==> config.mk <==
export PLATFORM = sky130hd
export DESIGN_NAME = clk_select_ctrl
export DESIGN_NICKNAME = d
export VERILOG_FILES = /design/src/rtl/clk_mux_pkg.sv /design/src/rtl/clk_sel_hold_timer.sv /design/src/rtl/clk_select_ctrl.sv
export SDC_FILE = /design/constraint.sdc
export NUM_CORES = 1
export LEC_CHECK = 0
export CORE_MARGIN = 2
export CORE_UTILIZATION = 55
export DETAILED_ROUTE_END_ITERATION = 10
export GPL_ROUTABILITY_DRIVEN = 1
export GPL_TIMING_DRIVEN = 0
export PLACE_DENSITY = 0.84
export SLEW_MARGIN = 20
export SYNTH_ARGS = -nofsm -noshare
export SYNTH_HDL_FRONTEND = slang
export SYNTH_HIERARCHICAL = 1
export SYNTH_SLANG_ARGS = --single-unit
==> constraint.sdc <==
create_clock -name clk -period 4.25 [get_ports clk]
set_input_delay 1.275 -clock clk [delete_from_list [all_inputs] [get_ports clk]]
set_output_delay 1.275 -clock clk [all_outputs]
set_load 0.01 [all_outputs]
==> src/rtl/clk_mux_pkg.sv <==
// Shared types and default sizing for the glitchless clock-select controller.
package clk_mux_pkg;

  typedef enum logic [1:0] {
    ST_IDLE   = 2'd0,
    ST_DRAIN  = 2'd1,
    ST_SETTLE = 2'd2
  } state_e;

  localparam int DEF_NUM_CLOCKS  = 4;
  localparam int DEF_HOLD_CYCLES = 16;

endpackage

==> src/rtl/clk_sel_hold_timer.sv <==
// Down-counter used to time the drain and settle phases of a clock switch.
module clk_sel_hold_timer
  import clk_mux_pkg::*;
#(
  parameter int HOLD_CYCLES = DEF_HOLD_CYCLES,
  localparam int CW = $clog2(HOLD_CYCLES + 1)
) (
  input  logic          clk,
  input  logic          rst,
  input  logic          load,
  input  logic          dec,
  input  logic [CW-1:0] load_val,
  output logic          expired
);

  logic [CW-1:0] count_q;
  logic [CW-1:0] count_d;

  // Next count: load wins over decrement; saturate at zero.
  always_comb begin
    count_d = count_q;
    if (load) begin
      count_d = load_val;
    end else if (dec && (count_q != {CW{1'b0}})) begin
      count_d = count_q - CW'(1);
    end else begin
      count_d = count_q;
    end
  end

  // Count register.
  always_ff @(posedge clk) begin
    if (rst) begin
      count_q <= {CW{1'b0}};
    end else begin
      count_q <= count_d;
    end
  end

  assign expired = (count_q == {CW{1'b0}});

endmodule

==> src/rtl/clk_select_ctrl.sv <==
// Sequences a break-before-make switch of a one-hot clock-mux select:
// all selects low for a drain period, new select high, then a settle period.
module clk_select_ctrl
  import clk_mux_pkg::*;
#(
  parameter int NUM_CLOCKS  = DEF_NUM_CLOCKS,
  parameter int HOLD_CYCLES = DEF_HOLD_CYCLES,
  parameter int RESET_SEL   = 0,
  localparam int SELW = ($clog2(NUM_CLOCKS) > 1) ? $clog2(NUM_CLOCKS) : 1
) (
  input  logic                  clk,
  input  logic                  rst,
  input  logic                  req_valid,
  input  logic [SELW-1:0]       req_sel,
  output logic                  req_ready,
  output logic [NUM_CLOCKS-1:0] clk_select,
  output logic [SELW-1:0]       cur_sel,
  output logic                  busy,
  output logic                  done,
  output logic                  err
);

  localparam int CW = $clog2(HOLD_CYCLES + 1);
  localparam logic [CW-1:0] HOLD_LOAD = CW'(HOLD_CYCLES - 1);
  localparam logic [NUM_CLOCKS-1:0] RESET_ONEHOT =
    {{(NUM_CLOCKS-1){1'b0}}, 1'b1} << RESET_SEL;

  if (NUM_CLOCKS < 2) begin : g_bad_num_clocks
    $error("clk_select_ctrl: NUM_CLOCKS must be at least 2");
  end
  if (HOLD_CYCLES < 1) begin : g_bad_hold_cycles
    $error("clk_select_ctrl: HOLD_CYCLES must be at least 1");
  end
  if ((RESET_SEL < 0) || (RESET_SEL >= NUM_CLOCKS)) begin : g_bad_reset_sel
    $error("clk_select_ctrl: RESET_SEL must be below NUM_CLOCKS");
  end

  state_e                  state_q, state_d;
  logic [NUM_CLOCKS-1:0]   clk_select_q, clk_select_d;
  logic [SELW-1:0]         cur_sel_q, cur_sel_d;
  logic [SELW-1:0]         target_q, target_d;
  logic                    done_q, done_d;
  logic                    err_q, err_d;
  logic [NUM_CLOCKS-1:0]   target_onehot_s;
  logic                    tmr_load_s;
  logic                    tmr_dec_s;
  logic                    tmr_expired_s;
  logic                    out_of_range_s;

  clk_sel_hold_timer #(
    .HOLD_CYCLES(HOLD_CYCLES)
  ) u_hold_timer (
    .clk      (clk),
    .rst      (rst),
    .load     (tmr_load_s),
    .dec      (tmr_dec_s),
    .load_val (HOLD_LOAD),
    .expired  (tmr_expired_s)
  );

  assign out_of_range_s = ({1'b0, req_sel} >= (SELW+1)'(NUM_CLOCKS));

  // One-hot decode of the latched target index.
  always_comb begin
    target_onehot_s = {NUM_CLOCKS{1'b0}};
    for (int i = 0; i < NUM_CLOCKS; i++) begin
      target_onehot_s[i] = (target_q == SELW'(i));
    end
  end

  // Next-state and output decode; requests are only looked at in IDLE.
  always_comb begin
    state_d      = state_q;
    clk_select_d = clk_select_q;
    cur_sel_d    = cur_sel_q;
    target_d     = target_q;
    done_d       = 1'b0;
    err_d        = 1'b0;
    tmr_load_s   = 1'b0;
    tmr_dec_s    = 1'b0;
    case (state_q)
      ST_IDLE: begin
        if (req_valid) begin
          if (out_of_range_s) begin
            err_d = 1'b1;
          end else if (req_sel == cur_sel_q) begin
            done_d = 1'b1;
          end else begin
            target_d     = req_sel;
            clk_select_d = {NUM_CLOCKS{1'b0}};
            tmr_load_s   = 1'b1;
            state_d      = ST_DRAIN;
          end
        end else begin
          state_d = ST_IDLE;
        end
      end
      ST_DRAIN: begin
        if (tmr_expired_s) begin
          clk_select_d = target_onehot_s;
          cur_sel_d    = target_q;
          tmr_load_s   = 1'b1;
          state_d      = ST_SETTLE;
        end else begin
          tmr_dec_s = 1'b1;
        end
      end
      ST_SETTLE: begin
        if (tmr_expired_s) begin
          done_d  = 1'b1;
          state_d = ST_IDLE;
        end else begin
          tmr_dec_s = 1'b1;
        end
      end
      default: begin
        state_d = ST_IDLE;
      end
    endcase
  end

  // Control and output registers; reset drops any switch in flight.
  always_ff @(posedge clk) begin
    if (rst) begin
      state_q      <= ST_IDLE;
      clk_select_q <= RESET_ONEHOT;
      cur_sel_q    <= SELW'(RESET_SEL);
      target_q     <= SELW'(RESET_SEL);
      done_q       <= 1'b0;
      err_q        <= 1'b0;
    end else begin
      state_q      <= state_d;
      clk_select_q <= clk_select_d;
      cur_sel_q    <= cur_sel_d;
      target_q     <= target_d;
      done_q       <= done_d;
      err_q        <= err_d;
    end
  end

  assign clk_select = clk_select_q;
  assign cur_sel    = cur_sel_q;
  assign done       = done_q;
  assign err        = err_q;
  assign busy       = (state_q != ST_IDLE);
  assign req_ready  = (state_q == ST_IDLE);

endmodule

==> results of run 1 <==
## logic make-up after synthesis
logic type / count (synthesis) / share of synthesized area
multiplexers: 4 / 0.05348
buffers and inverters: 15 / 0.08022
AND/OR/NAND/NOR: 36 / 0.1979
XOR/XNOR: 2 / 0.01872
adder cells (fa/ha/maj): 4 / 0.05348
other: 2 / 0.008024
flip-flops: 16 / 0.3422
AO/OA/AOI/OAI: 28 / 0.2460
## layout by cell type (no fill, tap or decap), types with 2 or more instances in the layout
cell,netlist,layout
a21oi_1,9,9
o21ai_1,3,3
mux2i_1,2,2
dfxtp_1,16,16
or3_1,2,2
clkbuf_1,2,2
inv_1,10,10
conb_1,2,6
clkdlybuf4s50_1,0,13
xnor2_1,2,2
mux2_4,2,2
nor2b_1,3,3
nor3_1,3,3
nand3_1,4,4
buf_6,2,2
nand2_1,13,13
ha_1,4,4
nor2_1,6,6
clkbuf_4,0,3
a311oi_1,3,3
## flip-flops by register name (all words and copies together) (netlist names)
register	flops
clk_select	4
cur_sel	2
done	1
state_q	2
target_q	2
u_hold_timer/count_q	5
## metal layers
layer  global-route usage  part of all wire  vias to the layer above
met1               0.3012              0.46                      397
met4               0.1235             0.021                        0
met2               0.3771              0.47                       25
met5                    0                 0                        -
li1                     -                 -                      416
met3              0.02800             0.040                        5
## report_power, final
| part | leakage [nW] | internal (mW) | total (mW) | switching, mW |
|---|---|---|---|---|
| logic | 0.296 | 0.0927 | 0.212 | 0.119 |
| registers | 0.131 | 0.168 | 0.184 | 0.0155 |
| clock network | 0.0210 | 0.0523 | 0.105 | 0.0526 |
## cell usage after synthesis, types with 2 or more instances
cell type  count  area (µm²)
conb_1         2       7.510
a21oi_1        9       45.04
a311oi_1       3       26.28
buf_6          2       22.52
xnor2_1        2       17.52
mux2i_1        2       20.02
ha_1           4       50.05
mux2_4         2       30.03
nor2_1         6       22.52
nor3_1         3       15.01
nor2b_1        3       18.77
o21ai_1        3       15.01
clkbuf_1       2       7.510
nand3_1        4       20.02
or3_1          2       12.51
dfxtp_1       16       320.3
nand2_1       13       48.80
inv_1         10       37.54
## critical path, delay by kind of cell
family                 cells  cell delay (ns)
buffers and inverters      2             1.00
and+or+nand+nor            2             0.33
AOI/OAI and AO/OA          2             0.55
## path summary, 6_finish.rpt
path / cells past startpoint / from / end
worst max-delay path: 6 / req_valid / u_hold_timer/count_q[1]$_SDFFE_PP0P_
worst max register to register: 10 / u_hold_timer/count_q[1]$_SDFFE_PP0P_ / u_hold_timer/count_q[1]$_SDFFE_PP0P_
worst min register to register: 2 / clk_select[1]$_SDFFE_PP0P_ / clk_select[1]$_SDFFE_PP0P_
worst min-delay path: 2 / clk_select[1]$_SDFFE_PP0P_ / clk_select[1]$_SDFFE_PP0P_
## metrics by stage
stage	hold WS, ns	cells	cell area (µm²)
detailed placement	0.4532	140	1101
finish	0.4630	144	1137
CTS	0.4676	144	1137
global placement	0.4443	140	1101
global route	0.4947	144	1137
floorplan	0.4748	111	950.9
## area by class of cell
cell class	instances	area (µm²)
multi-input combinational	80	555.5
clock buffer	4	36.28
sequential	16	320.3
inverter	10	37.54
buffer	5	37.54
timing repair buffer	13	130.1
tap	16	20.02
fill	128	421.7
==> metrics.yaml, run 1 <==
vias: 843
worstSetupPathType: "input port to flip-flop"
hold_class: "flip-flop to flip-flop"
fin_crit_ns: 2.954
wire_per_inst_um: 13.75
antenna_found_initial: 0
status: "finished clean"
area_delta_synth_final_pct: 21.52
rows: 14
final_antenna_net_count: 0
synth_edf_count: 0
dp_slack_ns: 1.026
setup_slack_ns: 1.296
cp_slowest_stage_delay_ns: 0.61
firstDrtPassIters: 4
cts_tree: "yes"
htreeDepth: 1
slew_viol_final: 0
postCtsSetupBuffers: 0
cts_sinks: 16
max_slew.worst_pin.slew_ns: 0.5481
final.setup.tns_ns: 0
core_region_area_um2: 1559
fin_total_pwr_mw: 0.5005
clock_skew_ns: 0.005544
irDropWorstVdd_uv: 270.5
grt_max_degree: 11
worstPathCellList: "clkdlybuf4s50_1 -> nand2_1 -> o21ai_1 -> clkbuf_1 -> nor3_1 -> a311o_1"
clk_path_buf_depth: 2
synth_cell_types: 37
finalHoldViolCount: 0
syn_inst: 107
ys.warnings.count: 6
die_x_um: 45.25
final_core_util: 0.7295
vias_per_cell: 5.854
cts-root-buf: "clkbuf_4"
power_leakage_nw: 0.4482
grt_pass1_vias: 795
die_h_um: 45.25
powerDensity_nw_per_um2: 440.0
fmax_mhz: 338.5
crit_path_top_delay_cell: "clkdlybuf4s50_1"
crit_path_end_kind: "flip-flop"
hold_buffers: 0
start_util: 0.6003
synth_seq_area_share: 0.3422
post_synth.cell_area_avg_um2: 8.747
crit_fanout: 9
syn_area_um2: 935.9
cts-resized-gates: 0
drv_cap: 0
reg2reg_slack_ns: 1.49
first_iter_violations: 18
clk_latency_ns: 0.30
layout-drive-gt1-share: 0.1172
gp_congestion: 0.8593
slew_headroom: 0.6338
layout.nets: 138
port_buffers: 13
antennaDiodeCount: 0
startpoint_type: "input port"
dieArea_um2: 2048
setup_viol: 0
grt_pass1_wl_um: 3484
synthArstFlopShare: 0
dominantRegCellSynth: "dfxtp_1"
rsz0062_at_grt: "no"
hpwl_um: 1439
grtUsageTotal: 0.2331
critPathArrivalTime_ns: 3.15
clk_pin_slew_worst_paths_ns: 0.10
io_pins: 15
grt_remaining_overflow: 0
ys_ff_latch: 16
critPathRequiredTime_ns: 4.45
fin_crit_sh: 0.6951
cts_buffers: 3
wirelength_um: 1980
route.detailed.drc: 0
No activity file was read; power rests on OpenSTA's default activity.
==> run 2, diff against run 1 <==
--- a/config.mk
+++ b/config.mk
@@ -6,11 +6,11 @@
 export NUM_CORES = 1
 export LEC_CHECK = 0
 export CORE_MARGIN = 2
-export CORE_UTILIZATION = 55
+export CORE_UTILIZATION = 51
 export DETAILED_ROUTE_END_ITERATION = 10
 export GPL_ROUTABILITY_DRIVEN = 1
 export GPL_TIMING_DRIVEN = 0
-export PLACE_DENSITY = 0.84
+export PLACE_DENSITY = 0.79
 export SLEW_MARGIN = 20
 export SYNTH_ARGS = -nofsm -noshare
 export SYNTH_HDL_FRONTEND = slang
==> constraint.sdc (replaced) <==
create_clock -name clk -period 2.75 [get_ports clk]
set_input_delay 0.825 -clock clk [delete_from_list [all_inputs] [get_ports clk]]
set_output_delay 0.825 -clock clk [all_outputs]
set_load 0.01 [all_outputs]
==> run 2 against run 1 <==
Register-to-register slack lost 1.3 ns. Global-route usage shrank 3.8 points. Utilization shrank 6.4 points. Critical path depth shrank 2. Final cell count grew 6.3%. Routed wire length shrank 8.3%. Largest power group unchanged. Highest routed layer unchanged.
==> metrics.yaml, run 2 (synthesis gave the netlist of run 1 again) <==
status: "finished clean"  # unchanged
final_common_cell: "dfxtp_1"  # unchanged
grt_pass1_wl_um: 3098  # was 3484 µm
cts_buffers: 3  # unchanged
critPathRequiredTime_ns: 1.93  # was 4.45 ns
hpwl_um: 1329  # was 1439 µm
postCtsSetupBuffers: 0  # unchanged
max_slew.worst_pin.slew_ns: 0.5771  # was 0.5481 ns
port_buffers: 13  # unchanged
vias_per_cell: 5.144  # was 5.854
power_leakage_nw: 0.4514  # was 0.4482 nW
crit_path_end_kind: "primary output"  # was flip-flop
dieArea_um2: 2194  # was 2048 µm²
powerDensity_nw_per_um2: 669.2  # was 440.0 nW/µm²
cts-root-buf: "clkbuf_4"  # unchanged
die_h_um: 46.84  # was 45.25 µm
layout-drive-gt1-share: 0.1250  # was 0.1172
grt_remaining_overflow: 0  # unchanged
gp_congestion: 0.8673  # was 0.8593
cts_tree: "yes"  # unchanged
clk_pin_slew_worst_paths_ns: 0.10  # about the same
grt_max_degree: 11  # unchanged
route.detailed.drc: 0  # unchanged
topRoutingLayerUsed: "met4"  # unchanged
fmax_mhz: 391.9
cts_sinks: 16  # unchanged
antennaDiodeCount: 0  # unchanged
wl_met1_um: 874  # was 920 µm
grt_pass1_vias: 751  # was 795
fin_crit_ns: 2.552
wl_met3_um: 47  # was 80 µm
rsz0062_at_grt: "no"  # unchanged
fin_crit_sh: 0.9280
io_pins: 15  # unchanged
die_x_um: 46.84  # was 45.25 µm
setup_viol: 0  # unchanged
clock_skew_ns: 0.001330  # was 0.005544 ns
vias: 787  # was 843
rows: 15  # was 14
wire_per_inst_um: 11.86  # was 13.75 µm
clk_latency_ns: 0.29  # was 0.30 ns
top_register: "u_hold_timer/count_q"  # unchanged
hold_class: "flip-flop to flip-flop"  # unchanged
start_util: 0.5420  # was 0.6003
final_cell_mix: "dfxtp_1, nand2_1, clkdlybuf4s50_1"  # unchanged
nFillCells: 153  # was 128
wirelength_um: 1815  # was 1980 µm
crit_fanout: 7  # was 9
slew_viol_final: 0  # unchanged
worstSetupPathType: "flip-flop to primary output"  # was input port to flip-flop
met2_length_um: 863  # was 937 µm
largest_reg_flops: 5  # unchanged
area_delta_synth_final_pct: 22.86  # was 21.52%
startpoint_type: "flip-flop"  # was input port
htreeDepth: 1  # unchanged
grtUsageTotal: 0.1951  # was 0.2331
antenna_found_initial: 0  # unchanged
core_region_area_um2: 1727  # was 1559 µm²
drv_cap: 0  # unchanged
first_iter_violations: 16  # was 18
dp_slack_ns: 0.003144  # was 1.026 ns
critPathArrivalTime_ns: 1.73  # was 3.15 ns
irDropWorstVdd_uv: 414.7  # was 270.5 µV
hold_buffers: 0  # unchanged
clk_path_buf_depth: 2  # unchanged
final.setup.tns_ns: 0  # unchanged
firstDrtPassIters: 4  # unchanged
final_antenna_net_count: 0  # unchanged
finalHoldViolCount: 0  # unchanged
slew_headroom: 0.6145  # was 0.6338
layout.nets: 138  # unchanged
setup_slack_ns: 0.1981  # was 1.296 ns
## run 2: cell counts in the layout (fill, tap and decap cells not counted)
No cell type changed its count.
## run 2: timing repair
item,CTS,global route
endpoints found under the hold margin,0,0
gates resized for setup,0,2
endpoints found under the setup margin,0,5
## run 2: worst paths after layout
check | startpoint | end | slack (ns) | cells after the start
max | state_q[0]$_SDFFE_PP0P_ | busy | 0.20 | 4
min | clk_select[3]$_SDFFE_PP0P_ | clk_select[3]$_SDFFE_PP0P_ | 0.46 | 2
max reg2reg | u_hold_timer/count_q[1]$_SDFFE_PP0P_ | u_hold_timer/count_q[1]$_SDFFE_PP0P_ | 0.23 | 10
min reg2reg | clk_select[3]$_SDFFE_PP0P_ | clk_select[3]$_SDFFE_PP0P_ | 0.46 | 2
## run 2: worst max-delay path, cell delays in order (launching register included)
cell             delay, ns
dfxtp_1               0.39
inv_1                 0.09
ha_1                  0.31
inv_1                 0.11
clkdlybuf4s50_1       0.53
## run 2: stage by stage
| stage | power [mW] | hold WS, ns | cells | instance area [µm²] | utilization |
|---|---|---|---|---|---|
| 2_1_floorplan | 0.5285 | 0.4748 | 111 | 950.9 | - |
| 3_5_place_dp | 0.6087 | 0.4509 | 149 | 1112 | 0.6442 |
| 6_report | 0.7695 | 0.4646 | 153 | 1150 | 0.6659 |
| 5_1_grt | 0.8173 | 0.4967 | 153 | 1150 | 0.6659 |
| 3_3_place_gp | 0.5992 | 0.4464 | 149 | 1112 | 0.6442 |
| 4_1_cts | 0.7722 | 0.4711 | 153 | 1149 | 0.6652 |
## run 2: area by class of cell
type,instances,area (µm²),area share
buffer,5,38.79,0.03373
timing repair buffer,13,130.1,0.1132
multi-input combinational,80,555.5,0.4831
sequential,16,320.3,0.2786
clock buffer,4,36.28,0.03156
inverter,10,37.54,0.03264
tap,25,31.28,0.02720
## run 2: power by group
part | internal (mW) | switching, mW
combinational | 0.144 | 0.181
clock | 0.0807 | 0.0808
sequential | 0.260 | 0.0234
total | 0.485 | 0.285
## run 2: metal layers
metal	track usage	up-vias
li1	-	413
met1	0.2418	357
met3	0.03462	5
met5	0	-
met4	0.06667	0
met2	0.3397	12
==> run 3, diff against run 2 <==
--- a/config.mk
+++ b/config.mk
@@ -10,7 +10,8 @@
 export DETAILED_ROUTE_END_ITERATION = 10
 export GPL_ROUTABILITY_DRIVEN = 1
 export GPL_TIMING_DRIVEN = 0
-export PLACE_DENSITY = 0.79
+export MAX_ROUTING_LAYER = met4
+export PLACE_DENSITY = 0.78
 export SLEW_MARGIN = 20
 export SYNTH_ARGS = -nofsm -noshare
 export SYNTH_HDL_FRONTEND = slang
==> run 3 against run 2 <==
Non-clock buffer count did not move. Hold slack improved by 0.0053 ns. Clock skew rose by 0.0044 ns. Via count rose by 3.7%. Worst setup slack improved by 0.0094 ns. Design area did not move. Count of clock-buffer cells in the layout did not move. Sequential power barely moved. Sequential share of layout area did not move. Clock power fell by 2%.
==> metrics.yaml, run 3 (synthesis gave the netlist of run 1 again) <==
crit_path_end_kind: "primary output"  # unchanged
irDropWorstVdd_uv: 452.5  # was 414.7 µV
grt_pass1_vias: 761  # was 751
critPathArrivalTime_ns: 1.72  # was 1.73 ns
rows: 15  # unchanged
finalHoldViolCount: 0  # unchanged
firstDrtPassIters: 4  # unchanged
grt_max_degree: 11  # unchanged
worstSetupPathType: "flip-flop to primary output"  # unchanged
nFillCells: 157  # was 153
area_delta_synth_final_pct: 22.86  # unchanged
status: "finished clean"  # unchanged
die_x_um: 46.84  # unchanged
grt_remaining_overflow: 0  # unchanged
antennaDiodeCount: 0  # unchanged
hold_ws_ns: 0.4699  # was 0.4646 ns
die_h_um: 46.84  # unchanged
hold_class: "flip-flop to flip-flop"  # unchanged
wirelength_um: 1948  # was 1815 µm
crit_fanout: 7  # unchanged
clk_pin_slew_worst_paths_ns: 0.10  # about the same
largest_reg_flops: 5  # unchanged
io_pins: 15  # unchanged
fin_crit_sh: 0.9245  # was 0.9280
htreeDepth: 1  # unchanged
cts_sinks: 16  # unchanged
core_region_area_um2: 1727  # unchanged
slew_headroom: 0.6288  # was 0.6145
clk_path_buf_depth: 2  # unchanged
wire_per_inst_um: 12.73  # was 11.86 µm
startpoint_type: "flip-flop"  # unchanged
grt_pass1_wl_um: 3332  # was 3098 µm
drv_cap: 0  # unchanged
postCtsSetupBuffers: 0  # unchanged
hpwl_um: 1425  # was 1329 µm
antenna_found_initial: 0  # unchanged
cts_tree: "yes"  # unchanged
vias: 816  # was 787
cts-root-buf: "clkbuf_4"  # unchanged
start_util: 0.5420  # unchanged
rsz0062_at_grt: "no"  # unchanged
max_slew.worst_pin.slew_ns: 0.5556  # was 0.5771 ns
route.detailed.drc: 0  # unchanged
critPathRequiredTime_ns: 1.93  # about the same
top_register: "u_hold_timer/count_q"  # unchanged
r2r_start: "u_hold_timer/count_q[1]$_SDFFE_PP0P_"  # unchanged
crit_end: "busy"  # unchanged
setup_viol: 0  # unchanged
r2r_cells: 10  # unchanged
worstHoldStart: "clk_select[1]$_SDFFE_PP0P_"  # was clk_select[3]$_SDFFE_PP0P_
clk_latency_ns: 0.29  # about the same
reg2reg_slack_ns: 0.23  # about the same
grtUsageTotal: 0.2224  # was 0.1951
power_leakage_nw: 0.4514  # unchanged
layout.nets: 138  # unchanged
layout-drive-gt1-share: 0.1250  # unchanged
crit_path_start: "state_q[0]$_SDFFE_PP0P_"  # unchanged
clock_skew_ns: 0.005691  # was 0.001330 ns
final_antenna_net_count: 0  # unchanged
port_buffers: 13  # unchanged
slew_viol_final: 0  # unchanged
dieArea_um2: 2194  # unchanged
final_core_util: 0.6659  # unchanged
gp_congestion: 0.7852  # was 0.8673
final_common_cell: "dfxtp_1"  # unchanged
final_cell_mix: "dfxtp_1, nand2_1, clkdlybuf4s50_1"  # unchanged
fmax_mhz: 393.3  # was 391.9 MHz
powerDensity_nw_per_um2: 668.6  # was 669.2 nW/µm²
vias_per_cell: 5.333  # was 5.144
r2r-end: "u_hold_timer/count_q[1]$_SDFFE_PP0P_"  # unchanged
first_iter_violations: 24  # was 16
fin_crit_ns: 2.542  # was 2.552 ns
cts_buffers: 3  # unchanged
==> run 3: how the worst min path moves through the flow <==
stage                     cells past startpoint                                   end  slack (ns)
after floorplan                               2  u_hold_timer/count_q[4]$_SDFFE_PP0P_        0.47
after global placement                        2            clk_select[1]$_SDFFE_PP0P_        0.45
after detailed placement                      2            clk_select[1]$_SDFFE_PP0P_        0.46
after CTS                                     2            clk_select[1]$_SDFFE_PP0P_        0.48
after global routing                          2            clk_select[3]$_SDFFE_PP0P_        0.51
final                                         2            clk_select[1]$_SDFFE_PP0P_        0.47
==> run 3: per-stage QoR <==
step / setup WS, ns / cell area [µm²] / power (mW) / setup TNS (ns) / std cells
global placement: 0.01976 / 1112 / 0.6002 / 0 / 149
floorplan: 0.3712 / 950.9 / 0.5285 / 0 / 111
global route: 0.04163 / 1150 / 0.8193 / 0 / 153
detailed placement: -0.02907 / 1112 / 0.6113 / -0.02907 / 149
finish: 0.2075 / 1150 / 0.7688 / 0 / 153
CTS: 0.04392 / 1149 / 0.7752 / 0 / 153
==> run 3: critical path, stage by stage, from the launching register on <==
cell,delay [ns]
dfxtp_1,0.38
inv_1,0.07
ha_1,0.32
inv_1,0.12
clkdlybuf4s50_1,0.55
==> run 3: layout make-up <==
cell class / count / area [µm²] / area share
multi-input combinational: 80 / 555.5 / 0.4831
sequential: 16 / 320.3 / 0.2786
timing repair buffer: 13 / 130.1 / 0.1132
buffer: 5 / 38.79 / 0.03373
inverter: 10 / 37.54 / 0.03264
clock buffer: 4 / 36.28 / 0.03156
tap: 25 / 31.28 / 0.02720
==> run 3: per-layer routing <==
metal / track usage / part of all wire / vias up
met2: 0.3699 / 0.50 / 19
met1: 0.2600 / 0.45 / 380
li1: - / - / 413
met5: - / 0 / -
met3: 0.03462 / 0.035 / 4
met4: 0.1056 / 0.016 / 0
==> run 3: power by group <==
part | internal (mW) | leakage [nW] | switching (mW)
sequential | 0.260 | 0.131 | 0.0243
clock | 0.0807 | 0.0210 | 0.0776
combinational | 0.144 | 0.300 | 0.182
total | 0.484 | 0.451 | 0.284
==> run 3: timing repair <==
| item | in CTS | in global routing |
|---|---|---|
| hold endpoints to repair | 0 | 0 |
| endpoints found under the setup margin | 0 | 4 |
| hold buffers | 0 | 0 |
| resized for setup | 0 | 2 |
